File: src/rtl/adc_init_seq.sv
// ADC initialisation sequencer: holds the ADC in reset, writes a command table
// over the serial interface with per-command timeout/retry, then settles and flags ready.
module adc_init_seq #(
  parameter int          NCMD      = 8,
  parameter logic [15:0] PWR_DLY   = 16'd1000,
  parameter logic [7:0]  ACK_TMO   = 8'd255,
  parameter logic [1:0]  MAX_RETRY = 2'd3,
  parameter logic [15:0] SETTLE    = 16'd500
) (
  input  logic        CLK,
  input  logic        RST,
  input  logic        INIT_RST,
  output logic [2:0]  TBL_ADDR,
  input  logic [23:0] TBL_DATA,
  output logic        WR_REQ,
  output logic [7:0]  WR_ADDR,
  output logic [15:0] WR_DATA,
  input  logic        WR_ACK,
  output logic        ADC_RST,
  output logic        ADC_RDY,
  output logic        INIT_ERR,
  output logic [3:0]  SEQ_STATE
);

  typedef enum logic [3:0] {
    S_IDLE    = 4'd0,
    S_PWR_DLY = 4'd1,
    S_WRITE   = 4'd2,
    S_GAP     = 4'd3,
    S_SETTLE  = 4'd4,
    S_READY   = 4'd5,
    S_ERROR   = 4'd6
  } state_t;

  localparam logic [3:0] NCMD_C = 4'(NCMD);

  state_t      state, state_nx;
  logic [3:0]  cmd_idx, cmd_nx, cmd_inc;
  logic [1:0]  retry_cnt, retry_nx, retry_inc;
  logic [7:0]  tmo_cnt, tmo_nx, tmo_inc;
  logic [15:0] dly_cnt, dly_nx, dly_inc;

  // Every counter saturates instead of wrapping.
  assign cmd_inc   = (&cmd_idx)   ? cmd_idx   : cmd_idx + 4'd1;
  assign retry_inc = (&retry_cnt) ? retry_cnt : retry_cnt + 2'd1;
  assign tmo_inc   = (&tmo_cnt)   ? tmo_cnt   : tmo_cnt + 8'd1;
  assign dly_inc   = (&dly_cnt)   ? dly_cnt   : dly_cnt + 16'd1;

  assign SEQ_STATE = state;
  assign TBL_ADDR  = cmd_idx[2:0];

  always_ff @(posedge CLK or posedge RST) begin
    if (RST) begin
      state     <= S_IDLE;
      cmd_idx   <= 4'd0;
      retry_cnt <= 2'd0;
      tmo_cnt   <= 8'd0;
      dly_cnt   <= 16'd0;
    end else begin
      state     <= state_nx;
      cmd_idx   <= cmd_nx;
      retry_cnt <= retry_nx;
      tmo_cnt   <= tmo_nx;
      dly_cnt   <= dly_nx;
    end
  end

  always_comb begin
    state_nx = state;
    cmd_nx   = cmd_idx;
    retry_nx = retry_cnt;
    tmo_nx   = tmo_cnt;
    dly_nx   = dly_cnt;
    if (INIT_RST) begin
      state_nx = S_IDLE;
      cmd_nx   = 4'd0;
      retry_nx = 2'd0;
      tmo_nx   = 8'd0;
      dly_nx   = 16'd0;
    end else begin
      case (state)
        S_IDLE: begin
          state_nx = S_PWR_DLY;
          cmd_nx   = 4'd0;
          retry_nx = 2'd0;
          tmo_nx   = 8'd0;
          dly_nx   = 16'd1;
        end
        S_PWR_DLY: begin
          if (dly_cnt >= PWR_DLY) begin
            state_nx = S_WRITE;
            cmd_nx   = 4'd0;
            tmo_nx   = 8'd1;
            dly_nx   = 16'd0;
          end else begin
            dly_nx = dly_inc;
          end
        end
        // An ack that lands on the timeout cycle still counts as an ack.
        S_WRITE: begin
          if (WR_ACK) begin
            state_nx = S_GAP;
            cmd_nx   = cmd_inc;
            retry_nx = 2'd0;
            tmo_nx   = 8'd0;
          end else if (tmo_cnt >= ACK_TMO) begin
            retry_nx = retry_inc;
            tmo_nx   = 8'd0;
            state_nx = (retry_inc >= MAX_RETRY) ? S_ERROR : S_GAP;
          end else begin
            tmo_nx = tmo_inc;
          end
        end
        S_GAP: begin
          if (cmd_idx >= NCMD_C) begin
            state_nx = S_SETTLE;
            dly_nx   = 16'd1;
          end else begin
            state_nx = S_WRITE;
            tmo_nx   = 8'd1;
          end
        end
        S_SETTLE: begin
          if (dly_cnt >= SETTLE) begin
            state_nx = S_READY;
            dly_nx   = 16'd0;
          end else begin
            dly_nx = dly_inc;
          end
        end
        S_READY, S_ERROR: state_nx = state;
        default: begin
          state_nx = S_IDLE;
          cmd_nx   = 4'd0;
          retry_nx = 2'd0;
          tmo_nx   = 8'd0;
          dly_nx   = 16'd0;
        end
      endcase
    end
  end

  // Handshake: WR_REQ stays high with WR_ADDR/WR_DATA stable until a WR_ACK
  // pulse is sampled or the attempt times out; WR_ACK is ignored otherwise.
  always_ff @(posedge CLK or posedge RST) begin
    if (RST) begin
      WR_REQ   <= 1'b0;
      WR_ADDR  <= 8'd0;
      WR_DATA  <= 16'd0;
      ADC_RST  <= 1'b0;
      ADC_RDY  <= 1'b0;
      INIT_ERR <= 1'b0;
    end else begin
      WR_REQ   <= (state_nx == S_WRITE);
      ADC_RST  <= (state_nx == S_PWR_DLY);
      ADC_RDY  <= (state_nx == S_READY);
      INIT_ERR <= (state_nx == S_ERROR);
      if (state_nx == S_WRITE && state != S_WRITE) begin
        WR_ADDR <= TBL_DATA[23:16];
        WR_DATA <= TBL_DATA[15:0];
      end
    end
  end

endmodule

File: config.mk
export PLATFORM = sky130hd
export DESIGN_NAME = adc_init_seq
export DESIGN_NICKNAME = d
export VERILOG_FILES = /design/src/rtl/adc_init_seq.sv
export SDC_FILE = /design/constraint.sdc
export NUM_CORES = 1
export LEC_CHECK = 0
export ABC_AREA = 1
export BUFFER_PORTS_ARGS = -buffer_cell sky130_fd_sc_hd__buf_2
export CORE_UTILIZATION = 55
export CTS_CLUSTER_DIAMETER = 100
export DETAILED_ROUTE_END_ITERATION = 6
export PLACE_DENSITY = 0.8
export SETUP_SLACK_MARGIN = 0.15
export SLEW_MARGIN = 25
export SYNTH_ARGS = -nofsm -noshare
export SYNTH_HDL_FRONTEND = slang
export SYNTH_SLANG_ARGS = --single-unit
File: constraint.sdc
create_clock -name CLK -period 4.15 [get_ports CLK]
set_clock_uncertainty 0.15 [all_clocks]
set_input_delay 0.415 -clock CLK [delete_from_list [all_inputs] [get_ports CLK]]
set_output_delay 0.415 -clock CLK [all_outputs]
set_load 0.01 [all_outputs]
; Yosys cells after proc, flatten, opt, wreduce, memory -nomap -nowiden
; Cells that the tools add are included.
[classes]
add_sub_neg = 4
multipliers = 0
div_mod_pow = 0
order_cmp = 5
eq_ne = 22
shift = 0
muxes = 31
n_bitwise = 0
reduce_logical = 15
[op_table]
columns = op, n
row1 = $mux 16, 5
row2 = $pmux 16 s5, 1
row3 = $mux 8, 6
row4 = $mux 4, 9
row5 = $pmux 8 s4, 1
row6 = $pmux 4 s6, 1
row7 = $eq 4x3->1 const B, 5
row8 = $add 16x1->16 const B, 1
row9 = $ge 16x10->1 const B, 1
row10 = $ge 16x9->1 const B, 1
row11 = $reduce_and 16->1, 1
row12 = $ne 3x3->1 const B, 5
row13 = $eq 4x2->1 const B, 3
row14 = $pmux 4 s3, 1
row15 = $reduce_and 4->1, 3
row16 = $add 8x1->8 const B, 1
row17 = $eq 4x1->1 const B, 2
row18 = $ge 8x8->1 const B, 1
row19 = $mux 2, 4
row20 = $ne 2x1->1 const B, 4
row21 = $reduce_and 8->1, 1
row22 = $mux 3, 2
row23 = $reduce_and 2->1, 3
row24 = $reduce_or 3->1, 2
row25 = 13 further kinds, 13
[totals]
ff_bits = 62
latchBits = 0
ramBits = 0
rom_bits = 0
inputBits = 28
output_inout_bits = 35
word_cells = 88
mem_count = 0

; Longest topological paths before layout
[depth]
depth_word = 10
mapped_depth = 12
depth_no_buf = 11

; Worst setup path after synthesis
; OpenSTA, ideal clock, no wires.
[synth_path]
path_kind = register to register
from = register tmo_cnt[0]
to = register WR_ADDR[0]
setup_ps = 118
t_arrival_ps = 1542
required_ps = 3882
slack_ps = 2340
stages_incl_launch_ff = 13
n_path_buf = 1
period_less_slack_ps = 1810
cell_sequence = dfrtp_1 > ha_1 > nand2_1 > nor2_2 > nand2_1 > clkinv_1 > nand3_1 > nand2_1 > nand2_4 > nand4_4 > buf_6 > nand2_1 > nand2_1
[synth_between]
elab_chain_cells = 7
[synth_lines]
columns = item, line_no
row1 = start: declaration, 40  ; logic [7:0] tmo_cnt, tmo_nx, tmo_inc;
row2 = start signal: assignment, 63  ; tmo_cnt <= tmo_nx;
row3 = $ge 8x8->1, 106  ; end else if (tmo_cnt >= ACK_TMO) begin
row4 = $mux 4, 106
row5 = $mux 4, 101  ; if (WR_ACK) begin
row6 = $pmux 4 s6, 81  ; case (state)
row7 = $mux 4, 74  ; if (INIT_RST) begin
row8 = $eq 4x2->1, 158  ; if (state_nx == S_WRITE && state != S_WRITE) begin
row9 = $logic_and 1x1->1, 158
row10 = end signal: assignment, 159  ; WR_ADDR <= TBL_DATA[23:16];
row11 = end: declaration, 16  ; output logic [7:0] WR_ADDR,
; Every way passes these cells.
; A chain may end at the register's enable or synchronous reset.

; Worst setup path after layout
[layout_path]
from = register state[1], in the netlist SEQ_STATE[1]
to = register WR_DATA[15]
[layout_between]
elab_chain_cells = 6
word_cells_on_any_way = 17
classes_between = eq/ne: 8 / mux: 6 / reduce/logical: 3
[layout_lines]
columns = item, line_no
row1 = start: declaration, 37  ; state_t state, state_nx;
row2 = start signal: assignment, 60  ; state <= state_nx;
row3 = $eq 4x3->1 or $mux 4 (tied branches), "81, 106"
row4 = $reduce_or 2->1 or $mux 4 (tied branches), -
row5 = $pmux 4 s6, 81
row6 = $mux 4, 74
row7 = $eq 4x2->1, 158
row8 = $logic_and 1x1->1 (*), 158
row9 = end signal: assignment, 160  ; WR_DATA <= TBL_DATA[15:0];
row10 = end: declaration, 17  ; output logic [15:0] WR_DATA,
; Mark *: on every way between the ends. The rest lies on a longest branch, timed or not.

==> metrics <==
post-synth net total=440; Inserted Diodes=0; vias in the first global route=2,683; GPL Wtd Cong=around 0.9; mux cell area share after synthesis=0; Synth-to-Final Area Change=15.57%; setup ws final=about 1.6 ns; synthesized area per cell=approximately 8 sq um; fill count=~470; DRT iter0 DRCs=approximately 210; Final Max Slew Viols=0; Slew Limit Headroom=0.4313; total wire length=slightly above 7 mm; antenna violations before repair=0; Vias/cell=roughly 5.4; sequential share of the synthesized area=0.4744; cts bufs inserted=9; status=complete, no violations; largest family of logic cells by synthesized area=simple AND/OR/NAND/NOR gates; IO buf count=just over 60; die area=0.006259 sq mm; largest net degree at the start of global routing=42; Critical Path AT=2.66 ns; global-route wire length before repair=roughly 12 mm; fmax=between 300 and 400 MHz; Netlist cell types=34; Yosys warnings=0; worst-path maximum fanout=33; Hold Buf Count CTS=0; I/O Pins=63; Seq cells post-synth=62; Leakage=between 2 and 2.5 nW; Adder-Cell Fraction of Synth Area=0.01913; worst min path class=primary input to asynchronous set/reset pin; Setup Buffers After CTS=0; Tmin final=approximately 2.6 ns; Sw Pwr=312.6 uW; clk_lat worst skew=about 0.35 ns; RSZ-0062 raised after global routing=no; Critical Path Start=SEQ_STATE[1]$_DFF_PP0_; Sw Ratio=0.2389; initial core utilization=0.5832; Int Power=roughly 1000 uW; Avg WL per Cell=13.39 microns; final count of negative-setup-slack endpoints=0; worst reg2reg path startpoint=SEQ_STATE[1]$_DFF_PP0_; GRT Residual Overflow=0; Pre-Repair DR Iteration Count=4; Synth Area in XOR/XNOR=0.01339; Tot Pwr=roughly 1.3 mW; Max Cap Viol=0; Slew @ Worst Pin=0.8518 ns; post-synthesis compound-gate area fraction=0.06159; via count=roughly 2,900; post-route ant nets=0; clock sink count=62; pre-CTS setup slack=~1.6 ns; Nets=about 500; CTS max path bufs=2; combinational share of power=0.055; sequential share of power=0.473; maximum vdd drop=about 230 uV; CTS tree=built; WP data required=4.23 ns; # rows=27; core area=roughly 0.0056 sq mm; Setup Crit Path Kind=flop to flop; Die Y-Extent=79.12 microns; kind of end point of the critical path=flop; P per Cell Area=between 300 and 400 mW/mm^2; DRC Markers=0; layout cells sized above 1=0.2106; part of the cycle the worst path needs=0.6213; setup TNS=0 ns; H-tree depth=3; post-CTS sizing=0; gr usage total=0.2519; Syn Std Cell Area=0.003271 sq mm; Fin. Hold Viols=0; root buf cell=clkbuf_8; detailed placer's ending HPWL=between 4 and 5 mm; simple-gate share of the synthesized area=0.3359; synthesized netlist cell count=slightly above 400; Worst-path clk slew=roughly 0.08 ns; crit path launch type=flop; Clock Power Share=0.472; Die Wd=79.12 microns
[metal layers]
layer / share of wire / up-vias / track usage / wire length [microns]
met5: 0 / - / 0 / 0
met3: 0.062 / 7 / 0.06437 / 448
met4: 0.012 / 0 / 0.1091 / 90
met2: 0.48 / 101 / 0.3966 / 3515
li1: - / 1423 / - / -
met1: 0.44 / 1395 / 0.3281 / 3203
[kinds of logic (layout without fill, tap and decap cells)]
| kind of cell | count (synthesis) | count (layout) |
|---|---|---|
| XOR/XNOR | 5 | 5 |
| buffers and inverters | 64 | 127 |
| adder cells (fa/ha/maj) | 5 | 5 |
| other | 1 | 1 |
| flip-flops | 62 | 62 |
| AO/OA/AOI/OAI | 32 | 32 |
| AND/OR/NAND/NOR | 238 | 238 |
[sequential cells by signal (all words and copies together) (netlist names)]
name,count
WR_ADDR,8
tmo_cnt,8
INIT_ERR,1
ADC_RDY,1
SEQ_STATE,4
retry_cnt,2
cmd_idx,4
dly_cnt,16
WR_REQ,1
WR_DATA,16
ADC_RST,1
[area by class of cell]
cell class	instances	area, sq um	area share
inverter	48	180.2	0.04767
sequential	62	1551	0.4105
clock buffer	10	137.6	0.03641
multi-input combinational	281	1410	0.3731
timing repair buffer	63	317.8	0.08408
tap	72	90.09	0.02383
clock inverter	6	92.59	0.02450
[critical path, cell delays in order, from the launching register on]
cell     delay (ns)
dfrtp_1        0.44
inv_2          0.10
nor2_1         0.06
nand2_2        0.53
nor2_4         0.08
nand3_1        0.13
nand2_1        0.09
nand2_4        0.26
nand4_4        0.36
nand2_1        0.19
nand2_1        0.07
[stage by stage]
stage               cells  area, sq um    util  hold WS, ns
floorplan             407         3271       -       0.3360
global placement      526         3550  0.6330       0.3088
detailed placement    526         3550  0.6330       0.3111
CTS                   542         3780  0.6740       0.1257
global route          542         3780  0.6740       0.1655
finish                542         3780  0.6740      0.09192
[Yosys cell counts]
master / number / area (sq um)
nor3_1: 7 / 35.03
buf_4: 4 / 30.03
o21ai_0: 12 / 60.06
a31oi_1: 1 / 6.260
nand2_1: 111 / 416.7
buf_8: 2 / 30.03
a32o_1: 1 / 10.01
buf_6: 3 / 33.78
o41ai_2: 1 / 16.27
clkinv_1: 1 / 3.750
nor2_4: 2 / 22.52
nand4_1: 33 / 206.5
o21ai_1: 1 / 5.000
and3_1: 2 / 12.51
buf_2: 7 / 35.03
nand3_1: 21 / 105.1
inv_2: 3 / 11.26
conb_1: 1 / 3.750
dfrtp_1: 62 / 1551
a21oi_4: 1 / 16.27
xor2_1: 5 / 43.79
nor2_1: 49 / 183.9
nand2_4: 1 / 11.26
nand4_4: 1 / 21.27
nor2_2: 4 / 25.02
a21oi_1: 10 / 50.05
nor3b_1: 1 / 7.510
a211oi_1: 1 / 7.510
o21bai_1: 2 / 15.01
inv_1: 44 / 165.2
ha_1: 5 / 62.56
nor2_8: 1 / 20.02
nand2_2: 5 / 31.28
o211ai_1: 2 / 15.01
[cells in the final DEF (no fill, tap or decap), types with 2 or more instances in the layout]
cell type	instances
o21bai_1	2
clkinvlp_4	2
o21ai_0	12
nand2_1	111
nor2_2	4
buf_2	62
dfrtp_1	62
nor2_1	49
nand4_1	33
a21oi_1	10
nand3_1	21
and3_1	2
xor2_1	5
nor3_1	7
ha_1	5
inv_6	2
bufinv_16	2
inv_1	43
inv_2	4
nand2_2	5
o211ai_1	2
clkbuf_8	10
nor2_4	2
[power groups by stage]
stage / sequential [mW] / clock (mW) / combinational (mW)
global placement: 0.630 / 0 / 0.0710
floorplan: 0.634 / 0 / 0.0360
CTS: 0.619 / 0.623 / 0.0721
detailed placement: 0.631 / 0 / 0.0720
global route: 0.620 / 0.644 / 0.0808
finish: 0.619 / 0.618 / 0.0714
[worst paths after layout]
| check | cells past startpoint | slack, ns | endpoint |
|---|---|---|---|
| worst min register to register | 2 | 0.33 | WR_DATA[10]$_DFFE_PP0P_ |
| worst min-delay path | 2 | 0.09 | tmo_cnt[0]$_DFFE_PP0P_ |
| max in group asynchronous | 3 | 2.94 | WR_ADDR[6]$_DFFE_PP0P_ |
| min in group CLK | 3 | 0.16 | WR_DATA[7]$_DFFE_PP0P_ |
| worst max-delay path | 10 | 1.57 | WR_DATA[15]$_DFFE_PP0P_ |
| worst max register to register | 10 | 1.57 | WR_DATA[15]$_DFFE_PP0P_ |
Power figures use the tool's default switching activity.
